[config.mk]
export PLATFORM = sky130hd
export DESIGN_NAME = alu_op_sequencer
export DESIGN_NICKNAME = d
export VERILOG_FILES = /design/src/rtl/alu_op_sequencer.sv
export SDC_FILE = /design/constraint.sdc
export NUM_CORES = 1
export LEC_CHECK = 0
export ABC_AREA = 0
export BUFFER_PORTS_ARGS = -buffer_cell sky130_fd_sc_hd__buf_2
export CAP_MARGIN = 20
export CORE_MARGIN = 2
export CORE_UTILIZATION = 49
export DETAILED_ROUTE_END_ITERATION = 10
export PLACE_DENSITY = 0.81
export SYNTH_ARGS = -nofsm -noshare
export SYNTH_HDL_FRONTEND = slang
export SYNTH_SLANG_ARGS = --single-unit
[constraint.sdc]
create_clock -name Clock -period 2.05 [get_ports Clock]
set_input_delay 0.205 -clock Clock [delete_from_list [all_inputs] [get_ports Clock]]
set_output_delay 0.205 -clock Clock [all_outputs]
set_load 0.1 [all_outputs]
[src/rtl/alu_op_sequencer.sv]
// Control sequencer: steps one register-transfer ALU command through the data_path strobes.
// Outputs are a Moore decode of the state and latched fields; start is ignored while busy.
module alu_op_sequencer #(
  parameter logic [4:0] NEG_OP = 5'b01000,
  parameter logic [4:0] NOT_OP = 5'b01001,
  parameter logic [4:0] MUL_OP = 5'b01110,
  parameter logic [4:0] DIV_OP = 5'b01111,
  parameter logic [4:0] LDI_OP = 5'b11111
) (
  input  logic        Clock,
  input  logic        clear,
  input  logic        start,
  input  logic [4:0]  opcode,
  input  logic [3:0]  ra,
  input  logic [3:0]  rb,
  input  logic [3:0]  rc,
  output logic        busy,
  output logic        done,
  output logic [4:0]  op_out,
  output logic [15:0] Rout,
  output logic [15:0] Rin,
  output logic        Yin,
  output logic        Zlowin,
  output logic        ZHighin,
  output logic        Zlowout,
  output logic        Zhighout,
  output logic        HIin,
  output logic        LOin,
  output logic        MDRin,
  output logic        MDRout,
  output logic        Read
);

  typedef enum logic [2:0] {
    S_IDLE, S_Y, S_Z, S_WLO, S_WHI, S_MDR, S_MW, S_DONE
  } state_t;

  state_t     state_q, state_d;
  logic [4:0] opcode_q, opcode_d;
  logic [3:0] ra_q, ra_d;
  logic [3:0] rb_q, rb_d;
  logic [3:0] rc_q, rc_d;

  logic is_unary, is_hilo;
  logic [15:0] ra_sel, rb_sel, rc_sel;

  assign is_unary = (opcode_q == NEG_OP) || (opcode_q == NOT_OP);
  assign is_hilo  = (opcode_q == MUL_OP) || (opcode_q == DIV_OP);
  assign ra_sel   = 16'h0001 << ra_q;
  assign rb_sel   = 16'h0001 << rb_q;
  assign rc_sel   = 16'h0001 << rc_q;

  always_ff @(posedge Clock or negedge clear) begin
    if (!clear) begin
      state_q  <= S_IDLE;
      opcode_q <= 5'd0;
      ra_q     <= 4'd0;
      rb_q     <= 4'd0;
      rc_q     <= 4'd0;
    end else begin
      state_q  <= state_d;
      opcode_q <= opcode_d;
      ra_q     <= ra_d;
      rb_q     <= rb_d;
      rc_q     <= rc_d;
    end
  end

  // Fields are only captured on acceptance, so they hold for the whole operation.
  always_comb begin
    state_d  = state_q;
    opcode_d = opcode_q;
    ra_d     = ra_q;
    rb_d     = rb_q;
    rc_d     = rc_q;
    case (state_q)
      S_IDLE: begin
        if (start) begin
          opcode_d = opcode;
          ra_d     = ra;
          rb_d     = rb;
          rc_d     = rc;
          if (opcode == LDI_OP)
            state_d = S_MDR;
          else if ((opcode == NEG_OP) || (opcode == NOT_OP))
            state_d = S_Z;
          else
            state_d = S_Y;
        end
      end
      S_Y:     state_d = S_Z;
      S_Z:     state_d = S_WLO;
      S_WLO:   state_d = is_hilo ? S_WHI : S_DONE;
      S_WHI:   state_d = S_DONE;
      S_MDR:   state_d = S_MW;
      S_MW:    state_d = S_DONE;
      S_DONE:  state_d = S_IDLE;
      default: state_d = S_IDLE;
    endcase
  end

  always_comb begin
    busy     = (state_q != S_IDLE);
    done     = 1'b0;
    op_out   = 5'd0;
    Rout     = 16'd0;
    Rin      = 16'd0;
    Yin      = 1'b0;
    Zlowin   = 1'b0;
    ZHighin  = 1'b0;
    Zlowout  = 1'b0;
    Zhighout = 1'b0;
    HIin     = 1'b0;
    LOin     = 1'b0;
    MDRin    = 1'b0;
    MDRout   = 1'b0;
    Read     = 1'b0;
    case (state_q)
      S_Y: begin
        op_out = opcode_q;
        Rout   = ra_sel;
        Yin    = 1'b1;
      end
      S_Z: begin
        op_out  = opcode_q;
        Rout    = is_unary ? ra_sel : rb_sel;
        Zlowin  = 1'b1;
        ZHighin = is_hilo;
      end
      S_WLO: begin
        op_out  = opcode_q;
        Zlowout = 1'b1;
        if (is_hilo)
          LOin = 1'b1;
        else
          Rin = rc_sel;
      end
      S_WHI: begin
        op_out   = opcode_q;
        Zhighout = 1'b1;
        HIin     = 1'b1;
      end
      S_MDR: begin
        Read  = 1'b1;
        MDRin = 1'b1;
      end
      S_MW: begin
        MDRout = 1'b1;
        Rin    = rc_sel;
      end
      S_DONE:  done = 1'b1;
      default: ;
    endcase
  end

endmodule

==> reports/qor.yml, run 1 <==
clock_tree:
  cts_sinks: 20
  htree_levels: 1
  clockBufferDepth: 2
  cts_buffers: 3
  cts_root_buf: "clkbuf_4"
timing:
  worst_path_end_type: "top-level output"
  grt-worst-endpoint: "Rout[13]"
placed_design:
  port_buffers: 68
  post-place-cells: 297
  routabilityCongestion: 0.7959
  dp_hpwl_um: 4191
run_status:
  status: "stopped before the end"
  lastStage: "global routing (5_1_grt)"
  firstError: "[ERROR DPL-0033] detailed placement checks failed during check placement."
floorplanning:
  row_count: 21
  ios: 69
  die_w_um: 64.49
  die_y_um: 64.49
  start_util: 0.5249
synthesis:
  ys.flop_type: "dfrtp_1"
  syn_area_um2: 1793
  synth_nets: 214
  synthDistinctLibCells: 42
  synth.yosys.seq_area_share: 0.2791
  async_reset_ff_frac: 1.000
  synth_top_cells_by_area: "dfrtp_1, mux2_2, mux2i_1, nor4bb_1, o22ai_1"
  synth_warnings: 0
  netlist_instances: 194
  synth_edf_count: 0
  synth_top_area_share: 0.2791
  avgSynthCellArea_um2: 9.242
  ys_ff_latch: 20
  synth_top_area_cell: "dfrtp_1"
global_routing:
  grt_max_degree: 22
  antenna_found_initial: 1
[cells in the mapped netlist, types with 2 or more instances]
cell and instances:
and3_1 6, nand3b_1 2, nand4_1 3, a21oi_1 2, o22ai_2 2, nor2b_1 3, o22ai_1 14, nor2_1 7
mux2_2 17, nor4bb_1 10, nand2_1 8, nand2b_1 6, nor4b_1 9, buf_4 2, buf_2 5, mux2i_1 10
nand3_1 3, nor4_1 6, clkbuf_1 14, nor3b_1 7, a31oi_1 2, dfrtp_1 20, inv_1 3, mux2_4 2
nor3_1 5, and3b_1 2, buf_6 3, nand4b_1 7
[metrics by stage]
stage / instance area, µm² / setup slack [ps]
CTS: 3242 / -282.5
detailed placement: 2910 / 5.942
global placement: 2910 / 60.89
floorplan: 2250 / -785.2
[logic make-up after synthesis]
| family | count (synthesis) | share of synthesized area |
|---|---|---|
| buffers and inverters | 27 | 0.07676 |
| AOI/OAI and AO/OA | 26 | 0.1005 |
| muxes | 29 | 0.1793 |
| and+or+nand+nor | 92 | 0.3643 |
| DFF | 20 | 0.2791 |
[timing repair]
item / 4_1_cts
buffers inserted: 4
hold buffers: 1
gates cloned: 2
gates resized for setup: 58
setup endpoints to repair: 39
pin swaps: 10
hold endpoints to repair: 20
==> run 2: changes to the inputs <==
--- a/config.mk
+++ b/config.mk
@@ -9,9 +9,9 @@
 export BUFFER_PORTS_ARGS = -buffer_cell sky130_fd_sc_hd__buf_2
 export CAP_MARGIN = 20
 export CORE_MARGIN = 2
-export CORE_UTILIZATION = 49
+export CORE_UTILIZATION = 40
 export DETAILED_ROUTE_END_ITERATION = 10
-export PLACE_DENSITY = 0.81
+export PLACE_DENSITY_LB_ADDON = 0.15
 export SYNTH_ARGS = -nofsm -noshare
 export SYNTH_HDL_FRONTEND = slang
 export SYNTH_SLANG_ARGS = --single-unit
==> run 2 against run 1 <==
The flow now finishes, with violations (setup timing); synthesized cell count unchanged; synthesized area unchanged.
==> reports/qor.yml, run 2 <==
run_status:
  status: "complete, but fails checks"  # was stopped before the end
  violations: "setup timing"
timing:
  postLayoutSetupSlackWorst_ps: -222.2
  worst_pin_slew_ps: 533.6
  rsz0062_at_grt: "true"
  layout_worst_path_cycle_share: 1.108
  hold_slack_ps: 172.6
  max-slew-margin-rel: 0.6394
  setup_viol: 34
  hold_viol_final: 0
  skew_ps: 2.601
  clock.fmax_mhz: 440.1
  finalCriticalPeriod_ps: 2272
  maxSlewViolCount: 0
  finalSetupTns_ps: -3423
layout:
  layout-drive-gt1-share: 0.6306
  n_antenna_cell: 0
  finalInstanceArea_um2: 3445
  fin_nets: 289
  top_register: "opcode_q"
  final_common_cell: "buf_12"
  layoutNonFillerInstCount: 320
  largest_register_ffs: 5
  area_growth_pct: 92.11
  mostFrequentLayoutCells: "buf_12, buf_2, buf_4"
synthesis:
  avgSynthCellArea_um2: 9.242  # unchanged
  syn_area_um2: 1793  # unchanged
  ys_ff_latch: 20  # unchanged
  yosysMostFrequentCell: "dfrtp_1"  # unchanged
  synthDistinctLibCells: 42  # unchanged
  ys.flop_type: "dfrtp_1"  # unchanged
  synth_top_area_cell: "dfrtp_1"  # unchanged
  synth_warnings: 0  # unchanged
  netlist_instances: 194  # unchanged
  synth_top_area_share: 0.2791  # unchanged
  synth_top_cells_by_area: "dfrtp_1, mux2_2, mux2i_1, nor4bb_1, o22ai_1"  # unchanged
  synth.yosys.seq_area_share: 0.2791  # unchanged
  synth_edf_count: 0  # unchanged
  async_reset_ff_frac: 1.000  # unchanged
  synth_nets: 214  # unchanged
  synth_common_cells: "dfrtp_1, mux2_2, clkbuf_1, o22ai_1"  # unchanged
routing:
  drc: 0
  firstDrtPassIters: 4
  vias: 1907
  drt_iter0_drc: 85
  routed_wl_um: 5734
  wl_per_cell_um: 17.92
  viasPerCell: 5.959
  antenna_left: 0
critical_path:
  critPathSlowestCell: "or4b_4"
  worst_path_dominant_cell_family: "simple AND/OR/NAND/NOR gates"
  crit_buf_inv: 3
  path_max_fanout: 15
  cp-start-kind: "flop"
  critPathKind: "reg2out"
  crit_path_frequent_cell: "buf_12"
  crit_required_ps: 1850
  critPathMaxStageDelay_ps: 550
  endpoint_kind: "output port"
  crit_chain: "or4b_4, buf_12, buf_12, mux2i_4, o22ai_4, buf_12"
  worstPathArrival_ps: 2070
global_routing:
  grt_pass1_wl_um: 8845
  overflow: 0
  antenna_found_initial: 0
  grt_pass1_vias: 1805
  grt_usage: 0.2187
  grt_max_degree: 22
floorplanning:
  die_y_um: 70.95  # was 64.49 µm
  row_count: 24  # was 21
  start_util: 0.4146  # was 0.5249
  die_area_um2: 5034
  design.core.area_um2: 4324
  ios: 69  # unchanged
  die_w_um: 70.95  # was 64.49 µm
clock_tree:
  cts_tree: "done"
  clockBufferDepth: 2  # unchanged
  htree_levels: 1  # unchanged
  cts_sinks: 20  # unchanged
  clkTransAtPathRegs_ps: 80
  cts_buffers: 3  # unchanged
  clock_latency_ps: 260
  cts_root_buf: "clkbuf_8"  # was clkbuf_4
placed_design:
  routabilityCongestion: 0.8121  # was 0.7959
  place_area_um2: 3136  # was 2910 µm²
  dp_hpwl_um: 3964  # was 4191 µm
  port_buffers: 68  # unchanged
  post-place-cells: 308  # was 297
run:
  drv_cap: 0
hold_path:
  holdCritPathClass: "in2reg"
-- run 2: layout make-up --
cell class	count	area (µm²)
clock buffer	4	55.05
fill	246	879.6
inverter	3	15.01
multi-input combinational	147	1638
sequential	20	504.2
tap	52	65.06
timing repair buffer	94	1167
-- run 2: worst paths after layout --
check / from / slack [ps] / endpoint / cells past startpoint
hold / removal: rc[0] / 170 / rc_q[0]$_DFFE_PN0P_ / 2
hold reg to reg: opcode_q[0]$_DFFE_PN0P_ / 500 / opcode_q[0]$_DFFE_PN0P_ / 1
setup / recovery: opcode_q[4]$_DFFE_PN0P_ / -220 / Rout[5] / 6
setup reg to reg: state_q[2]$_DFFE_PN0P_ / 120 / rb_q[3]$_DFFE_PN0P_ / 5
min in group asynchronous: clear / 440 / rc_q[0]$_DFFE_PN0P_ / 2
max in group asynchronous: clear / 1260 / ra_q[2]$_DFFE_PN0P_ / 2
-- run 2: kinds of logic after synthesis --
| kind of cell | synth area share |
|---|---|
| mux | 0.1793 |
| flops | 0.2791 |
| simple gates | 0.3643 |
| compound gates | 0.1005 |
| buf+inv | 0.07676 |
-- run 2: stage by stage --
stage | setup WS, ps | utilization
2_1_floorplan | -785.2 | -
3_3_place_gp | 69.53 | 0.7251
3_5_place_dp | 48.06 | 0.7251
4_1_cts | -204.7 | 0.7587
5_1_grt | -283.7 | 0.7966
6_report | -222.2 | 0.7966
-- run 2: timing repair --
item                       in CTS  in global routing
setup endpoints to repair      21                 35
pin swaps                       4                 11
hold buffers                    1                  0
cloned                          0                  1
resized for setup              16                 34
setup buffers                   1                  5
hold endpoints to repair       20                  0
-- run 2: metal layers --
layer | global-route usage | vias to the layer above | share of wire | wire (µm)
met4 | 0.04193 | 0 | 0.013 | 72
met1 | 0.2978 | 934 | 0.41 | 2358
met3 | 0.03704 | 9 | 0.051 | 295
met2 | 0.3697 | 76 | 0.52 | 3008
li1 | - | 888 | - | -
met5 | 0 | - | 0 | 0
Power of run 2 is left out: the tool's default activity adds up to more than one toggle a clock period on the data nets, which glitch-free logic cannot reach.
